<file path="src/rtl/systolic_output_collector.sv">
// Drain-side collector for the systolic array: deskews column results
// into aligned rows and queues them in a first-word fall-through FIFO.
module systolic_output_collector #(
  parameter int N      = 4,
  parameter int DATA_W = 16,
  parameter int DEPTH  = 4
) (
  input  logic                      clk,
  input  logic                      rst,
  input  logic [N*DATA_W-1:0]       col_data,
  input  logic [N-1:0]              col_valid,
  output logic [N*DATA_W-1:0]       out_data,
  output logic                      out_valid,
  input  logic                      out_ready,
  output logic                      full,
  output logic                      empty,
  output logic [$clog2(DEPTH):0]    count,
  output logic                      overflow,
  output logic                      skew_err
);

  localparam int AW = $clog2(DEPTH);
  localparam int CW = AW + 1;
  localparam int RW = N * DATA_W;

  logic [N-1:0][DATA_W-1:0] al_data;
  logic [N-1:0]             al_valid;

  // Column j is delayed N-1-j cycles so every column of a row lines up
  // with the last column, which arrives last and passes straight through.
  for (genvar j = 0; j < N; j++) begin : g_col
    localparam int S = N - 1 - j;
    if (S == 0) begin : g_pass
      assign al_data[j]  = col_data[j*DATA_W +: DATA_W];
      assign al_valid[j] = col_valid[j];
    end else begin : g_dly
      logic [DATA_W-1:0] d_q [S];
      logic [S-1:0]      v_q;

      always_ff @(posedge clk or posedge rst) begin
        if (rst) begin
          for (int k = 0; k < S; k++) d_q[k] <= '0;
          v_q <= '0;
        end else begin
          d_q[0] <= col_data[j*DATA_W +: DATA_W];
          v_q[0] <= col_valid[j];
          for (int k = 1; k < S; k++) begin
            d_q[k] <= d_q[k-1];
            v_q[k] <= v_q[k-1];
          end
        end
      end

      assign al_data[j]  = d_q[S-1];
      assign al_valid[j] = v_q[S-1];
    end
  end

  logic          row_valid;
  logic          skew;
  logic          push;
  logic          pop;
  logic          drop;

  logic [AW-1:0] wr_ptr_q, wr_ptr_d;
  logic [AW-1:0] rd_ptr_q, rd_ptr_d;
  logic [CW-1:0] count_q, count_d;
  logic          ovf_q, ovf_d;
  logic          skew_q, skew_d;
  logic [RW-1:0] mem_q [DEPTH];

  assign row_valid = &al_valid;
  assign skew      = (|al_valid) & ~row_valid;

  assign full      = (count_q == CW'(DEPTH));
  assign empty     = (count_q == '0);
  assign out_valid = ~empty;
  assign count     = count_q;
  assign overflow  = ovf_q;
  assign skew_err  = skew_q;

  assign pop  = out_valid & out_ready;
  // A pop frees the slot this cycle, so a full FIFO can still accept.
  assign push = row_valid & (~full | pop);
  assign drop = row_valid & full & ~pop;

  always_comb begin
    wr_ptr_d = wr_ptr_q;
    rd_ptr_d = rd_ptr_q;
    count_d  = count_q;
    ovf_d    = ovf_q | drop;
    skew_d   = skew_q | skew;
    if (push) wr_ptr_d = wr_ptr_q + 1'b1;
    if (pop)  rd_ptr_d = rd_ptr_q + 1'b1;
    case ({push, pop})
      2'b10:   count_d = count_q + 1'b1;
      2'b01:   count_d = count_q - 1'b1;
      default: count_d = count_q;
    endcase
  end

  always_ff @(posedge clk or posedge rst) begin
    if (rst) begin
      wr_ptr_q <= '0;
      rd_ptr_q <= '0;
      count_q  <= '0;
      ovf_q    <= 1'b0;
      skew_q   <= 1'b0;
    end else begin
      wr_ptr_q <= wr_ptr_d;
      rd_ptr_q <= rd_ptr_d;
      count_q  <= count_d;
      ovf_q    <= ovf_d;
      skew_q   <= skew_d;
    end
  end

  always_ff @(posedge clk) begin
    if (push) mem_q[wr_ptr_q] <= al_data;
  end

  assign out_data = empty ? '0 : mem_q[rd_ptr_q];

endmodule

</file>
<file path="config.mk">
export PLATFORM = sky130hd
export DESIGN_NAME = systolic_output_collector
export DESIGN_NICKNAME = d
export VERILOG_FILES = /design/src/rtl/systolic_output_collector.sv
export SDC_FILE = /design/constraint.sdc
export NUM_CORES = 1
export LEC_CHECK = 0
export ABC_CLOCK_PERIOD_IN_PS = 10800
export CORE_ASPECT_RATIO = 0.8
export CORE_MARGIN = 2
export CORE_UTILIZATION = 28
export CTS_BUF_LIST = sky130_fd_sc_hd__clkbuf_16
export DETAILED_ROUTE_END_ITERATION = 10
export GPL_TIMING_DRIVEN = 0
export PLACE_DENSITY = 0.42
export SETUP_SLACK_MARGIN = 0.15
export SYNTH_ARGS = -nofsm -noshare
export SYNTH_HDL_FRONTEND = slang
export SYNTH_SLANG_ARGS = --single-unit
export TNS_END_PERCENT = 20
</file>
<file path="constraint.sdc">
create_clock -name clk -period 10.8 [get_ports clk]
set_input_delay 2.16 -clock clk [delete_from_list [all_inputs] [get_ports clk]]
set_output_delay 2.16 -clock clk [all_outputs]
set_load 0.005 [all_outputs]
</file>
Word level (Yosys, flattened, before mapping) --
Memories as Yosys holds them, arrays and structs flattened. Cells that the tools add are included.
Word-level totals: logic and storage cells 42, memory bits (writable) 256, output and inout port bits 72, bits of input ports 71, register bits 111, memories kept 1
Memories:
- mem_q | depth 4, width 64, rd ports 1, clocked after Yosys merged registers in 0, write ports 1, line 70 | logic [RW-1:0] mem_q [DEPTH];
Operators by class: bitwise operators 12, equality and inequality tests 3, add/subtract/negate cells 4, reductions and logical operators 4, muxes and demuxes 4
Operator list (number):
- two-way mux 64 bit | 1
- case mux 3 bit (2 select lines) | 1
- bitwise AND 1 bit | 5
- adder 2 x 1 -> 2 bit, second input constant | 2
- NOT 1 bit | 4
- AND reduction 4 bit | 1
- OR reduction 4 bit | 1
- adder 3 x 1 -> 3 bit, second input constant | 1
- == test 3 bit, second input constant | 1
- zero test 3 bit | 1
- bitwise OR 1 bit | 3
- subtractor 3 x 1 -> 3 bit, second input constant | 1
- == test 2 x 1 -> 1 bit, second input constant | 1
- == test 2 bit, second input constant | 1
- two-way mux 1 bit | 2
- nonzero test 2 bit | 1

Logic depth before layout (Yosys ltp) --
Gate-level depths: netlist of the first run.
depth in word-level cells 7, mapped depth 9, mapped depth without buffers 9

Worst setup path before layout of the first run --
No wires, ideal clock.
path type input -> register, start point input col_valid[3], end point memory mem_q[0][0] in the netlist's numbering, enable pin, required time 10.371 ns, stages 3, path buffers 0, arrival 4.093 ns, path slack 6.278 ns, setup time 0.429 ns, path through nand4_1 -> nor2b_4 -> and2_1
Between the ends: word-level cells in the longest chain between the ends 4
RTL lines:
- from (decl) | line 11 | input logic [N-1:0] col_valid,
- AND reduction 4 bit | line 72 | assign row_valid = &al_valid;
- bitwise AND 1 bit | line 84 | assign push = row_valid & (~full | pop);
- two-way mux 1 bit | line 119 | if (push) mem_q[wr_ptr_q] <= al_data;
- two-way mux 1 bit (not written as such) | line 119
- to (decl) | line 70
Every way passes these cells.

Worst setup path after layout of the first run --
start point register count_q[0], in the netlist count[0], end point output out_data[32]
Between the ends: word-level cells in the longest chain between the ends 2
RTL lines:
- from (decl) | line 67 | logic [CW-1:0] count_q, count_d;
- from (signal assigned) | line 112 | count_q <= count_d;
- zero test 3 bit | line 76 | assign empty = (count_q == '0);
- two-way mux 64 bit | line 122 | assign out_data = empty ? '0 : mem_q[rd_ptr_q];
- to (decl) | line 12 | output logic [N*DATA_W-1:0] out_data,
Every way passes these cells.

==> flow_summary_export.csv, run 1 <==
group,metric,value,unit
outcome,run_status,"finished clean",
route,detail_route.drc_violations,0,
route,routedWlPerCell,19.15,µm
grt,grt_remaining_overflow,0,
route,vias,5803,
critical_path,critical_path.startpoint_type,"register",
yosys,synth.area.top_cells,"edfxtp_1 60%, dfrtp_1 22%, mux4_2 11%, and2_1 3.4%, ha_1 0.49%",
yosys,synth.avg_cell_area,23.03,µm²
floorplan,boundaryPins,143,
sta,rsz0062_at_grt,"false",
clock_tree,clockRootBuffer,"clkbuf_16",
sta,post-route-min-period,5.164,ns
clock_tree,post-cts-setup-buffers,0,
route,drt_wl_total,26.35,mm
yosys,yosysWarnings,0,
clock_tree,post_cts.resized_instances,0,
critical_path,critical_path.max_fanout,10,
finish,syn2layout_area_growth,28.31,%
clock_tree,clkTransAtPathRegs,0.06,ns
yosys,synthesis.nets,630,
sta,holdWs,0.3449,ns
yosys,dominantRegCellSynth,"edfxtp_1",
floorplan,die-area,47220,µm²
place,dpl-instance-area,15070,µm²
grt,maximum_number_of_pins_on_one_net_before_global_route_repair,62,
sta,tightestPinTransition,0.9619,ns
clock_tree,tritoncts_clock_tree,"built",
clock_tree,cts.htree.levels,2,
finish,final_core_utilization,0.3662,
sta,maxSlewHeadroom,0.3588,
finish,post-route-cell-area,16340,µm²
clock_tree,clkLatencyLatePin,0.53,ns
route,drt.antenna.violating_nets,0,
place,numPortBuffers,142,
grt,grt_pass1_wl,40.96,mm
yosys,synth_top_area_frac,0.6035,
yosys,async_flop_share,0.3025,
place,hpwlAfterDp,15.67,mm
yosys,syn-instance-count,553,
floorplan,die_x,242.5,µm
sta,final_min_period_over_clock_period,0.4782,
route,detail_route.iter0.violations,316,
power_and_ir_drop,static-leakage-power,5.660,nW
sta,hold_viol_final,0,
yosys,synth.cells.most_frequent,"256 x edfxtp_1, 111 x dfrtp_1, 69 x and2_1, 64 x mux4_2",
yosys,synth_edf_count,256,
critical_path,cp.arrival,3.00,ns
critical_path,critPathRequiredTime,8.64,ns
route,dr.pass1.iters,4,
job,number_of_max_cap_violations,0,
power_and_ir_drop,cellPowerDensity,244.6,nW/µm²
finish,final_cells,1376,
yosys,area_of_the_mapped_netlist,12740,µm²
finish,drive_gt1_frac,0.1863,
power_and_ir_drop,worst_ir_drop_vdd,0.0001069,V
floorplan,floorplan.rows,69,
yosys,post-synth-top-count-cell,"edfxtp_1",
route,viasPerCell,4.217,
finish,fillCellCount,4140,
clock_tree,clock_sinks,367,
grt,antenna_found_initial,1,
yosys,synth_seq_cells,367,
finish,insertedDiodeCount,0,
critical_path,worstSetupPathType,"register to output port",
yosys,synth.distinct_cells,25,
clock_tree,cts_max_path_buffers,3,
grt,grt_use_total,0.1148,
sta,worst_clock_skew,0.01753,ns
floorplan,floorplan.die.height,194.8,µm
sta,final-setup-viol-count,0,
grt,grt_pass1_vias,6793,
yosys,synth_sequential_area_ratio,0.8216,
clock_tree,tritoncts.num_buffers,40,
min_path,class_of_the_most_critical_hold_timing_path,"register to register",
floorplan,core-area,44630,µm²
place,numPlacedInstances,1303,
sta,maxSlewViolCount,0,
sta,maximum_clock_frequency,193.6,MHz
sta,setup_tns,0,ns
place,gp_routability_congestion,0.6662,
finish,layout.nets,819,
critical_path,cp-end-kind,"output port",
yosys,synth_top_cell_by_area,"edfxtp_1",
clock_tree,post_cts_hold_buffer_count,0,
floorplan,starting_density_of_the_core,0.2854,
[stage by stage]
step / power [mW] / worst slack (ns)
2_1_floorplan: 2.181 / 5.709
3_3_place_gp: 2.737 / 3.349
3_5_place_dp: 2.748 / 6.085
4_1_cts: 4.087 / 5.492
5_1_grt: 4.200 / 5.384
6_report: 3.997 / 5.636
[final cells by class]
cell class	count	area [µm²]	area share
Tap cell	603	754.5	0.04616
Clock buffer	41	1026	0.06278
Inverter	8	35.03	0.002144
Sequential cell	367	10470	0.6403
Clock inverter	32	251.5	0.01539
Buffer	21	131.4	0.008039
Timing Repair Buffer	147	1559	0.09539
Multi-Input combinational cell	157	2121	0.1298
[per-layer routing]
| layer | vias to the layer above | track usage | wire (µm) |
|---|---|---|---|
| li1 | 2530 | - | - |
| met1 | 3083 | 0.1540 | 11870 |
| met2 | 150 | 0.1865 | 12550 |
| met3 | 40 | 0.02817 | 1388 |
| met4 | 0 | 0.03155 | 534 |
| met5 | - | 0 | 0 |
[worst max-delay path, cell delays in order, from the launching register on]
cell and delay, ns:
dfrtp_1 0.45, or3_1 0.24, clkbuf_1 0.58, clkbuf_1 0.41
and2_1 0.20, clkdlybuf4s50_1 0.58
[worst paths after layout]
check	start	to	slack, ns	depth (start not counted)
worst max-delay path	count[0]$_DFFE_PP0P_	out_data[32]	5.64	5
worst min-delay path	g_col[0].g_dly.d_q[20]$_DFF_PP0_	al_data[4]$_DFF_PP0_	0.34	0
worst max register to register	count[0]$_DFFE_PP0P_	count[2]$_DFFE_PP0P_	8.42	9
worst min register to register	g_col[0].g_dly.d_q[20]$_DFF_PP0_	al_data[4]$_DFF_PP0_	0.34	0
max in group asynchronous	rst	g_col[0].g_dly.d_q[44]$_DFF_PP0_	8.00	3
min in group asynchronous	rst	al_data[23]$_DFF_PP0_	2.07	2
[layout by cell type (no fill, tap or decap), drive strengths merged]
cell type,instances
o21bai,1
buf,18
clkinv,14
mux4,64
or4,1
xnor2,3
inv,19
xor2,3
and2,69
nand4,1
and3,1
clkinvlp,3
clkdlybuf4s50,142
bufinv,4
clkbuf,49
nor2,1
mux2,1
mux2i,1
dfrtp,111
a21o,1
nor2b,1
nand3,1
edfxtp,256
fa,1
or4b,1
or3,1
ha,5
[flip-flops by register name, summed over array words and instances, names as in the netlist]
| name | cells |
|---|---|
| mem_q | 256 |
| g_col.g_dly.v_q | 6 |
| rd_ptr_q | 2 |
| al_data | 32 |
| count | 3 |
| wr_ptr_q | 2 |
| overflow | 1 |
| g_col.g_dly.d_q | 64 |
| skew_err | 1 |
[cell families (layout without fill, tap and decap cells)]
group           Yosys count  count (layout)  synth area share
compound gates            2               2          0.001179
xor+xnor                  6               6          0.004126
fa+ha+maj                 6               6          0.006483
buf+inv                  29             249           0.01267
flops                   367             367            0.8216
mux                      66              66            0.1151
simple gates             77              77           0.03880
[power by group]
part	internal (mW)	total (mW)	switching [mW]
Sequential	1.57	1.61	0.0328
Clock	0.783	1.31	0.529
Combinational	0.640	1.08	0.439
Power figures use the tool's default switching activity.
==> inputs of run 2 (changes only) <==
--- a/config.mk
+++ b/config.mk
@@ -5,7 +5,7 @@
 export SDC_FILE = /design/constraint.sdc
 export NUM_CORES = 1
 export LEC_CHECK = 0
-export ABC_CLOCK_PERIOD_IN_PS = 10800
+export ABC_CLOCK_PERIOD_IN_PS = 4900
 export CORE_ASPECT_RATIO = 0.8
 export CORE_MARGIN = 2
 export CORE_UTILIZATION = 28
==> constraint.sdc (replaced) <==
create_clock -name clk -period 4.9 [get_ports clk]
set_input_delay 0.98 -clock clk [delete_from_list [all_inputs] [get_ports clk]]
set_output_delay 0.98 -clock clk [all_outputs]
set_load 0.005 [all_outputs]
==> results of run 2 <==
Same layout as run 1 (identical final DEF). Status: finished clean.
Among the figures that moved: setup slack after placement 6.085 ns -> 1.365 ns; setup slack after layout 5.636 ns -> 0.9159 ns; register-to-register setup slack 8.42 ns -> 2.52 ns; total power 3.997 mW -> 8.811 mW; worst IR drop on VDD 0.0001069 V -> 0.0002356 V
